### src/rtl/param_universal_shift_register_if.sv
// Bus bundle for the universal shift register: op/data/burst controls in, register state out.
interface param_universal_shift_register_if #(
  parameter int unsigned WIDTH = 8,
  parameter int unsigned CNT_W = 4
);
  logic [2:0]       op;
  logic             serial_in;
  logic [WIDTH-1:0] parallel_in;
  logic             start;
  logic [CNT_W-1:0] burst_len;
  logic [WIDTH-1:0] parallel_out;
  logic             serial_out;
  logic             busy;
  logic             done;

  modport master (
    output op, serial_in, parallel_in, start, burst_len,
    input  parallel_out, serial_out, busy, done
  );

  modport slave (
    input  op, serial_in, parallel_in, start, burst_len,
    output parallel_out, serial_out, busy, done
  );
endinterface

### src/rtl/param_universal_shift_register.sv
// WIDTH-bit universal shift register (shift/rotate/load/hold) with a counted burst engine
// that repeats one latched op burst_len times under a start/busy/done handshake.
module param_universal_shift_register #(
  parameter int unsigned WIDTH = 8,
  parameter int unsigned CNT_W = 4
) (
  input  logic                          clk,
  input  logic                          reset,
  param_universal_shift_register_if.slave bus
);

  localparam logic [2:0] OP_HOLD = 3'b000;
  localparam logic [2:0] OP_SHL  = 3'b001;
  localparam logic [2:0] OP_SHR  = 3'b010;
  localparam logic [2:0] OP_ASR  = 3'b011;
  localparam logic [2:0] OP_ROL  = 3'b100;
  localparam logic [2:0] OP_ROR  = 3'b101;
  localparam logic [2:0] OP_LOAD = 3'b110;

  typedef enum logic {IDLE, BURST} state_t;

  state_t           state;
  logic [2:0]       burst_op;
  logic [CNT_W-1:0] rem;
  logic [WIDTH-1:0] q;
  logic             so;
  logic             busy_q;
  logic             done_q;

  logic [2:0]       act_op;
  logic [WIDTH-1:0] q_nxt;
  logic             so_nxt;

  // Data-path result of whichever op is active this cycle (live op in IDLE, latched op in BURST).
  always_comb begin
    act_op = (state == BURST) ? burst_op : bus.op;
    q_nxt  = q;
    so_nxt = so;
    case (act_op)
      OP_SHL:  begin q_nxt = {q[WIDTH-2:0], bus.serial_in}; so_nxt = q[WIDTH-1]; end
      OP_SHR:  begin q_nxt = {bus.serial_in, q[WIDTH-1:1]}; so_nxt = q[0];       end
      OP_ASR:  begin q_nxt = {q[WIDTH-1], q[WIDTH-1:1]};    so_nxt = q[0];       end
      OP_ROL:  begin q_nxt = {q[WIDTH-2:0], q[WIDTH-1]};    so_nxt = q[WIDTH-1]; end
      OP_ROR:  begin q_nxt = {q[0], q[WIDTH-1:1]};          so_nxt = q[0];       end
      OP_LOAD: q_nxt = bus.parallel_in;
      OP_HOLD: ;
      default: ;
    endcase
  end

  // Control FSM and data registers; start wins over op on the launching edge.
  always_ff @(posedge clk or posedge reset) begin
    if (reset) begin
      state    <= IDLE;
      burst_op <= OP_HOLD;
      rem      <= '0;
      q        <= '0;
      so       <= 1'b0;
      busy_q   <= 1'b0;
      done_q   <= 1'b0;
    end else begin
      done_q <= 1'b0;
      case (state)
        IDLE: begin
          if (bus.start) begin
            state    <= BURST;
            burst_op <= bus.op;
            rem      <= bus.burst_len;
            busy_q   <= 1'b1;
          end else begin
            q  <= q_nxt;
            so <= so_nxt;
          end
        end
        BURST: begin
          if (rem != '0) begin
            q   <= q_nxt;
            so  <= so_nxt;
            rem <= rem - CNT_W'(1);
          end else begin
            state  <= IDLE;
            busy_q <= 1'b0;
            done_q <= 1'b1;
          end
        end
        default: state <= IDLE;
      endcase
    end
  end

  assign bus.parallel_out = q;
  assign bus.serial_out   = so;
  assign bus.busy         = busy_q;
  assign bus.done         = done_q;

endmodule

### src/flat_wrapper.sv
// flat-port wrapper written by rule: the top's interface ports become plain ports
module param_universal_shift_register_flat 
#(
  parameter int unsigned WIDTH = 8,
  parameter int unsigned CNT_W = 4
)
  (clk, reset, bus_op, bus_serial_in, bus_parallel_in, bus_start, bus_burst_len, bus_parallel_out, bus_serial_out, bus_busy, bus_done);
  param_universal_shift_register_if #(.WIDTH(WIDTH), .CNT_W(CNT_W)) bus_i ();
  input  logic clk;
  input  logic reset;
  input wire logic [$bits(bus_i.op)-1:0] bus_op;
  input wire logic [$bits(bus_i.serial_in)-1:0] bus_serial_in;
  input wire logic [$bits(bus_i.parallel_in)-1:0] bus_parallel_in;
  input wire logic [$bits(bus_i.start)-1:0] bus_start;
  input wire logic [$bits(bus_i.burst_len)-1:0] bus_burst_len;
  output wire logic [$bits(bus_i.parallel_out)-1:0] bus_parallel_out;
  output wire logic [$bits(bus_i.serial_out)-1:0] bus_serial_out;
  output wire logic [$bits(bus_i.busy)-1:0] bus_busy;
  output wire logic [$bits(bus_i.done)-1:0] bus_done;
  assign bus_i.op = bus_op;
  assign bus_i.serial_in = bus_serial_in;
  assign bus_i.parallel_in = bus_parallel_in;
  assign bus_i.start = bus_start;
  assign bus_i.burst_len = bus_burst_len;
  assign bus_parallel_out = bus_i.parallel_out;
  assign bus_serial_out = bus_i.serial_out;
  assign bus_busy = bus_i.busy;
  assign bus_done = bus_i.done;
  param_universal_shift_register #(.WIDTH(WIDTH), .CNT_W(CNT_W)) u_core (.clk(clk), .reset(reset), .bus(bus_i));
endmodule
### config.mk
export PLATFORM = sky130hd
export DESIGN_NAME = param_universal_shift_register_flat
export DESIGN_NICKNAME = d
export VERILOG_FILES = /design/src/rtl/param_universal_shift_register_if.sv /design/src/rtl/param_universal_shift_register.sv /design/src/flat_wrapper.sv
export SDC_FILE = /design/constraint.sdc
export NUM_CORES = 1
export LEC_CHECK = 0
export BUFFER_PORTS_ARGS = -buffer_cell sky130_fd_sc_hd__buf_2
export CAP_MARGIN = 20
export CORE_MARGIN = 1
export CORE_UTILIZATION = 53
export DETAILED_ROUTE_END_ITERATION = 10
export PLACE_DENSITY_LB_ADDON = 0.1
export SLEW_MARGIN = 20
export SYNTH_ARGS = -nofsm -noshare
export SYNTH_HDL_FRONTEND = slang
export SYNTH_SLANG_ARGS = --single-unit
### constraint.sdc
create_clock -name clk -period 2.07 [get_ports clk]
set_input_delay 0.1035 -clock clk [delete_from_list [all_inputs] [get_ports clk]]
set_output_delay 0.1035 -clock clk [all_outputs]
set_load 0.02 [all_outputs]
# == Yosys cells after proc, flatten, opt, wreduce, memory -nomap -nowiden ==
# Cells that the tools add are included.
# totals
register_bits,19
input_bits,19
output_inout_bits,11
wordCells,46
# op_classes
n_addsub,1
eq_ne,10
mux,20
n_bitwise,1
n_reduce_logical,7
# op_table
operator,count
8-bit case mux with 6 select lines,1
8-bit 2-to-1 mux,2
8-bit case mux with 2 select lines,1
"3-bit == test, second input constant",3
1-bit 2-to-1 mux,8
4-bit 2-to-1 mux,2
"2-bit != test, second input constant",4
1-bit case mux with 2 select lines,4
4-bit case mux with 2 select lines,1
2-bit AND reduction,4
"3-bit by 2-bit == test with 1-bit output, second input constant",2
4-bit nonzero test,1
"4-bit by 1-bit subtractor with 4-bit output, second input constant",1
"3-bit by 1-bit == test with 1-bit output, second input constant",1
3-bit 2-to-1 mux,1
3-bit OR reduction,1
2-bit OR reduction,1
1-bit NOT,1

# == Longest topological paths before layout ==
# depth
word_depth,6
ltp_mapped,7
ltp_nobuf,7

# == Worst setup path before layout ==
# Ideal clock, no wire load.
# synth_timing
path_type,register to register
startpoint,reg u_core.state
endpoint,"reg u_core.q[1], in the netlist u_core.bus.parallel_out[1]"
setup_time_ps,126
t_arrival_ps,1476
t_required_ps,1944
path_slack_ps,468
stages_incl_launch_ff,5
path_buffers,0
synth_period_minus_slack_ps,1602
cell_sequence,dfrtp_1 -> mux2_2 -> o311ai_1 -> nor2_2 -> o32a_1
# synth_via
elab_chain_cells,5
word_cells_on_any_way,15
classes_between,eq/ne (8); mux (5); bitwise (1); reduce/logical (1)
# synth_rtl
element,line_no,source
start: declaration,param_universal_shift_register.sv:22,state_t state;
start signal: assignment,param_universal_shift_register.sv:54,state <= IDLE;
start signal: assignment,param_universal_shift_register.sv:66,state <= BURST;
start signal: assignment,param_universal_shift_register.sv:81,state <= IDLE;
3-bit 2-to-1 mux,param_universal_shift_register.sv:36,act_op = (state == BURST) ? burst_op : bus.op;
3-bit == test (tied with other cells),param_universal_shift_register.sv:39,case (act_op)
8-bit case mux with 6 select lines,param_universal_shift_register.sv:39,
8-bit 2-to-1 mux (on tied branches),"param_universal_shift_register.sv:76, param_universal_shift_register.sv:65",
8-bit case mux with 2 select lines,param_universal_shift_register.sv:63,case (state)
end signal: assignment,param_universal_shift_register.sv:71,q <= q_nxt;
end signal: assignment,param_universal_shift_register.sv:77,q <= q_nxt;
end: declaration,param_universal_shift_register.sv:25,logic [WIDTH-1:0] q;
# Parallel ways exist; a longest one is shown, timed or not. The select of a mux whose other input is x is not followed.
# A chain may end at the register's enable or synchronous reset.

# == Worst setup path after layout ==
# layout_timing
startpoint,reg u_core.state
endpoint,"reg u_core.q[6], in the netlist u_core.bus.parallel_out[6]"
# The elaborated chain is that of the path after synthesis.

==> impl_metrics.json <==
{
  "run_status": "complete, no violations",
  "grt_usage_pct": 25.8,
  "detail_route.drc_violations": 0,
  "cts-htree-levels": 1,
  "post_route_skew_ns": 0.00462,
  "final_util_pct": 65.7,
  "yosys_reg_bits": 19,
  "globalRoute.totalOverflow": 0,
  "grt_max_degree": 20,
  "share_clk_of_total_power_pct": 7.0,
  "layout.nets": 194,
  "power_switching_share_pct": 46.8,
  "maxCapViolations": 0,
  "hold_ws_ns": 0.0591,
  "synth_edf_count": 0,
  "holdPathStages": 3,
  "drt_iter0_markers": 12,
  "first_pass_iters": 4,
  "synthesis.area_per_instance_um2": 9.25,
  "chipHeight_um": 51.8,
  "cts_buffers": 3,
  "floorplan.initialDensity_pct": 57.7,
  "library_cell_occupying_the_most_area_in_the_post_synthesis_netlist": "sky130_fd_sc_hd__dfrtp_1",
  "finalWeightedCongestion": 0.862,
  "cts_repair_resize_count": 0,
  "fraction_of_registers_with_async_set_or_reset_after_synthesis_pct": 100,
  "clock_slew_seen_by_the_registers_of_the_worst_setup_and_hold_paths_ns": 0.12,
  "fmaxAchievable_mhz": 545,
  "fill_cell_instance_count_of_the_final_layout": 215,
  "core_region_area_um2": 2280,
  "cts.sink_count": 19,
  "pnr_total_power_mw": 2.86,
  "layout.cell_area.non_filler_um2": 1500,
  "netlist_top_cells_area": "sky130_fd_sc_hd__dfrtp_1 (36%), sky130_fd_sc_hd__nand2_1 (5.4%), sky130_fd_sc_hd__o32a_1 (4.6%), sky130_fd_sc_hd__nor2_1 (4.3%), sky130_fd_sc_hd__mux2i_1 (3.8%)",
  "maximum_vdd_drop_mv": 1.10,
  "layoutNonFillerInstCount": 200,
  "worst-path-max-fanout": 10,
  "worstSetupEndpointType": "register",
  "wl_met2_um": 1470,
  "mappedNetlistArea_um2": 1310,
  "power_density_nw_per_um2": 1920,
  "postSynthCellCount": 142,
  "report.final.setup_viol": 0,
  "grt_first_pass_wirelength_um": 5020,
  "yosys_warnings": 0,
  "drive_gt1_share_pct": 28.5,
  "cts.repair_timing.setup_buffer_count": 0,
  "shortest_period_the_worst_path_allows_ns": 1.83,
  "seq_power_share_pct": 26.7,
  "crit_type": "register to register",
  "synth.net_count": 163,
  "die-area_um2": 2680,
  "worst_slew_margin_rel_pct": 50.7,
  "route.detailed.vias_per_inst": 6.02,
  "tns_ns": 0,
  "cellInternalPower_mw": 1.52,
  "post_place_setup_slack_ns": 0.280,
  "timing.final.ws_setup_ns": 0.236,
  "combinationalPowerShare_pct": 66.3,
  "place.port_buffers": 29,
  "boundaryPins": 30,
  "max_slew.worst_pin.slew_ns": 0.739,
  "grt_pass1_vias": 1102,
  "rows": 17,
  "dpl_cell_area_um2": 1460,
  "netlist.area_leader.share_pct": 36.2,
  "start_kind": "register",
  "hpwlAfterDp_um": 2260,
  "finalCritPeriodShare_pct": 88.6,
  "final-max-slew-violation-count": 0,
  "cts_max_path_buffers": 2,
  "vias": 1204,
  "reg2regPathDepth": 6,
  "synth_sequential_area_ratio_pct": 36.2,
  "leakage_nw": 0.741,
  "clk-insertion-delay-late_ns": 0.31,
  "number_of_antenna_violations_at_the_first_check_in_global_routing": 0,
  "n_antenna_cell": 0,
  "place_inst": 195,
  "power.switching_mw": 1.34,
  "m1WireLength_um": 1450,
  "unrepaired_setup_endpoints_after_global_routing": "no",
  "post_synth_num_cell_types": 42,
  "hold_violations": 0,
  "detail-route-antenna-nets": 0,
  "met3_wirelength_um": 140,
  "top_layer_used": "met4",
  "routed_wirelength_um": 3110,
  "routedWlPerCell_um": 15.6,
  "areaGrowthSynthToFinish_pct": 13.8,
  "crit_arrival_ns": 2.04,
  "die_x_um": 51.8,
  "tritoncts_clock_tree": "yes",
  "dominant_register_cell_in_the_synthesized_netlist": "sky130_fd_sc_hd__dfrtp_1",
  "hold_path_class": "input port to register",
  "required_ns": 2.27,
  "clock_tree.root_cell": "sky130_fd_sc_hd__clkbuf_4"
}
## worst paths after layout
| check | startpoint | endpoint | slack [ns] |
|---|---|---|---|
| max in group asynchronous | reset | u_core.burst_op[0]$_DFFE_PP0P_ | 1.16 |
| hold / removal | bus_op[1] | u_core.burst_op[1]$_DFFE_PP0P_ | 0.06 |
| min in group asynchronous | reset | u_core.bus.parallel_out[5]$_DFFE_PP0P_ | 0.45 |
| setup reg to reg | u_core.state$_DFF_PP0_ | u_core.bus.parallel_out[6]$_DFFE_PP0P_ | 0.24 |
| hold reg to reg | u_core.bus.busy$_DFFE_PP0P_ | u_core.bus.busy$_DFFE_PP0P_ | 0.51 |
| setup / recovery | u_core.state$_DFF_PP0_ | u_core.bus.parallel_out[6]$_DFFE_PP0P_ | 0.24 |
## cells in the final DEF (no fill, tap or decap), types with 2 or more instances in the layout
cell | Yosys | routed
sky130_fd_sc_hd__a211oi_1 | 2 | 2
sky130_fd_sc_hd__nor2_1 | 15 | 15
sky130_fd_sc_hd__o22ai_1 | 2 | 2
sky130_fd_sc_hd__buf_4 | 2 | 3
sky130_fd_sc_hd__dfrtp_1 | 19 | 19
sky130_fd_sc_hd__o32a_1 | 6 | 6
sky130_fd_sc_hd__clkbuf_4 | 0 | 3
sky130_fd_sc_hd__a32oi_1 | 2 | 2
sky130_fd_sc_hd__mux2_2 | 3 | 3
sky130_fd_sc_hd__o21a_1 | 6 | 6
sky130_fd_sc_hd__nand2_1 | 19 | 19
sky130_fd_sc_hd__nor2b_1 | 2 | 2
sky130_fd_sc_hd__a21oi_1 | 3 | 3
sky130_fd_sc_hd__o21ai_0 | 9 | 9
sky130_fd_sc_hd__inv_1 | 6 | 6
sky130_fd_sc_hd__nor3_1 | 4 | 4
sky130_fd_sc_hd__xor2_1 | 2 | 2
sky130_fd_sc_hd__mux2i_1 | 5 | 5
sky130_fd_sc_hd__mux2_4 | 2 | 2
sky130_fd_sc_hd__ha_1 | 2 | 2
sky130_fd_sc_hd__and3_1 | 6 | 6
sky130_fd_sc_hd__buf_2 | 2 | 29
## sequential cells by signal, indices dropped and copies added, names as in the netlist
signal / flops
u_core.bus.parallel_out: 8
u_core.rem: 4
u_core.burst_op: 3
u_core.bus.busy: 1
u_core.bus.done: 1
u_core.bus.serial_out: 1
u_core.state: 1
## cells in the mapped netlist (2+ instances only)
cell                       instances
sky130_fd_sc_hd__o32a_1            6
sky130_fd_sc_hd__mux2_2            3
sky130_fd_sc_hd__a21oi_1           3
sky130_fd_sc_hd__dfrtp_1          19
sky130_fd_sc_hd__buf_6             3
sky130_fd_sc_hd__nand2_1          19
sky130_fd_sc_hd__o21a_1            6
sky130_fd_sc_hd__a32oi_1           2
sky130_fd_sc_hd__mux2i_1           5
sky130_fd_sc_hd__mux2_4            2
sky130_fd_sc_hd__a211oi_1          2
sky130_fd_sc_hd__buf_4             2
sky130_fd_sc_hd__nor2_1           15
sky130_fd_sc_hd__buf_2             2
sky130_fd_sc_hd__o22ai_1           2
sky130_fd_sc_hd__nor2b_1           2
sky130_fd_sc_hd__nor3_1            4
sky130_fd_sc_hd__inv_1             6
sky130_fd_sc_hd__xor2_1            2
sky130_fd_sc_hd__o21ai_0           9
sky130_fd_sc_hd__and3_1            6
sky130_fd_sc_hd__ha_1              2
## metal layers
layer / track usage (%) / vias up
li1: - / 577
met1: 35.4 / 580
met2: 40.7 / 40
met3: 2.92 / 7
met4: 11.7 / 0
met5: 0 / -
## power groups by stage
stage                     clock [mW]  combinational, mW  sequential, mW
after floorplan                    0               1.39           0.860
after global placement             0               1.81           0.767
after detailed placement           0               1.89           0.774
after CTS                      0.200               1.90           0.766
after global routing           0.218               2.09           0.791
final                          0.200               1.90           0.766
## cells by family after synthesis
logic type                 count (synthesis)  share of synthesized area, %
DFF                                       19                          36.2
xor gates and xnor gates                   2                          1.33
buffers and inverters                     14                          6.48
and+or+nand+nor                           54                          20.4
adders and majority gates                  2                          1.90
muxes                                     10                          8.67
AOI/OAI and AO/OA                         41                          25.0
## layout make-up
type,instances,area (µm²),share of cell area (%)
clock buffer,3,22.5,1.51
clock inverter,1,5.00,0.335
inverter,7,26.3,1.76
multi-input combinational,109,753,50.4
sequential,19,475,31.8
tap,28,35.0,2.34
timing repair buffer,33,178,11.9
## worst max-delay path, stage by stage (launching register included)
cell and delay (ns):
sky130_fd_sc_hd__dfrtp_1 0.47, sky130_fd_sc_hd__buf_4 0.21, sky130_fd_sc_hd__nand4bb_1 0.19, sky130_fd_sc_hd__inv_2 0.10
sky130_fd_sc_hd__nor2_1 0.29, sky130_fd_sc_hd__o21ai_0 0.17, sky130_fd_sc_hd__o32a_1 0.31
## timing repair
item                       4_1_cts  5_1_grt
setup endpoints to repair        0        0
hold endpoints to repair        19        0
hold buffers                     1        0
(Power assumes the default switching activity.)
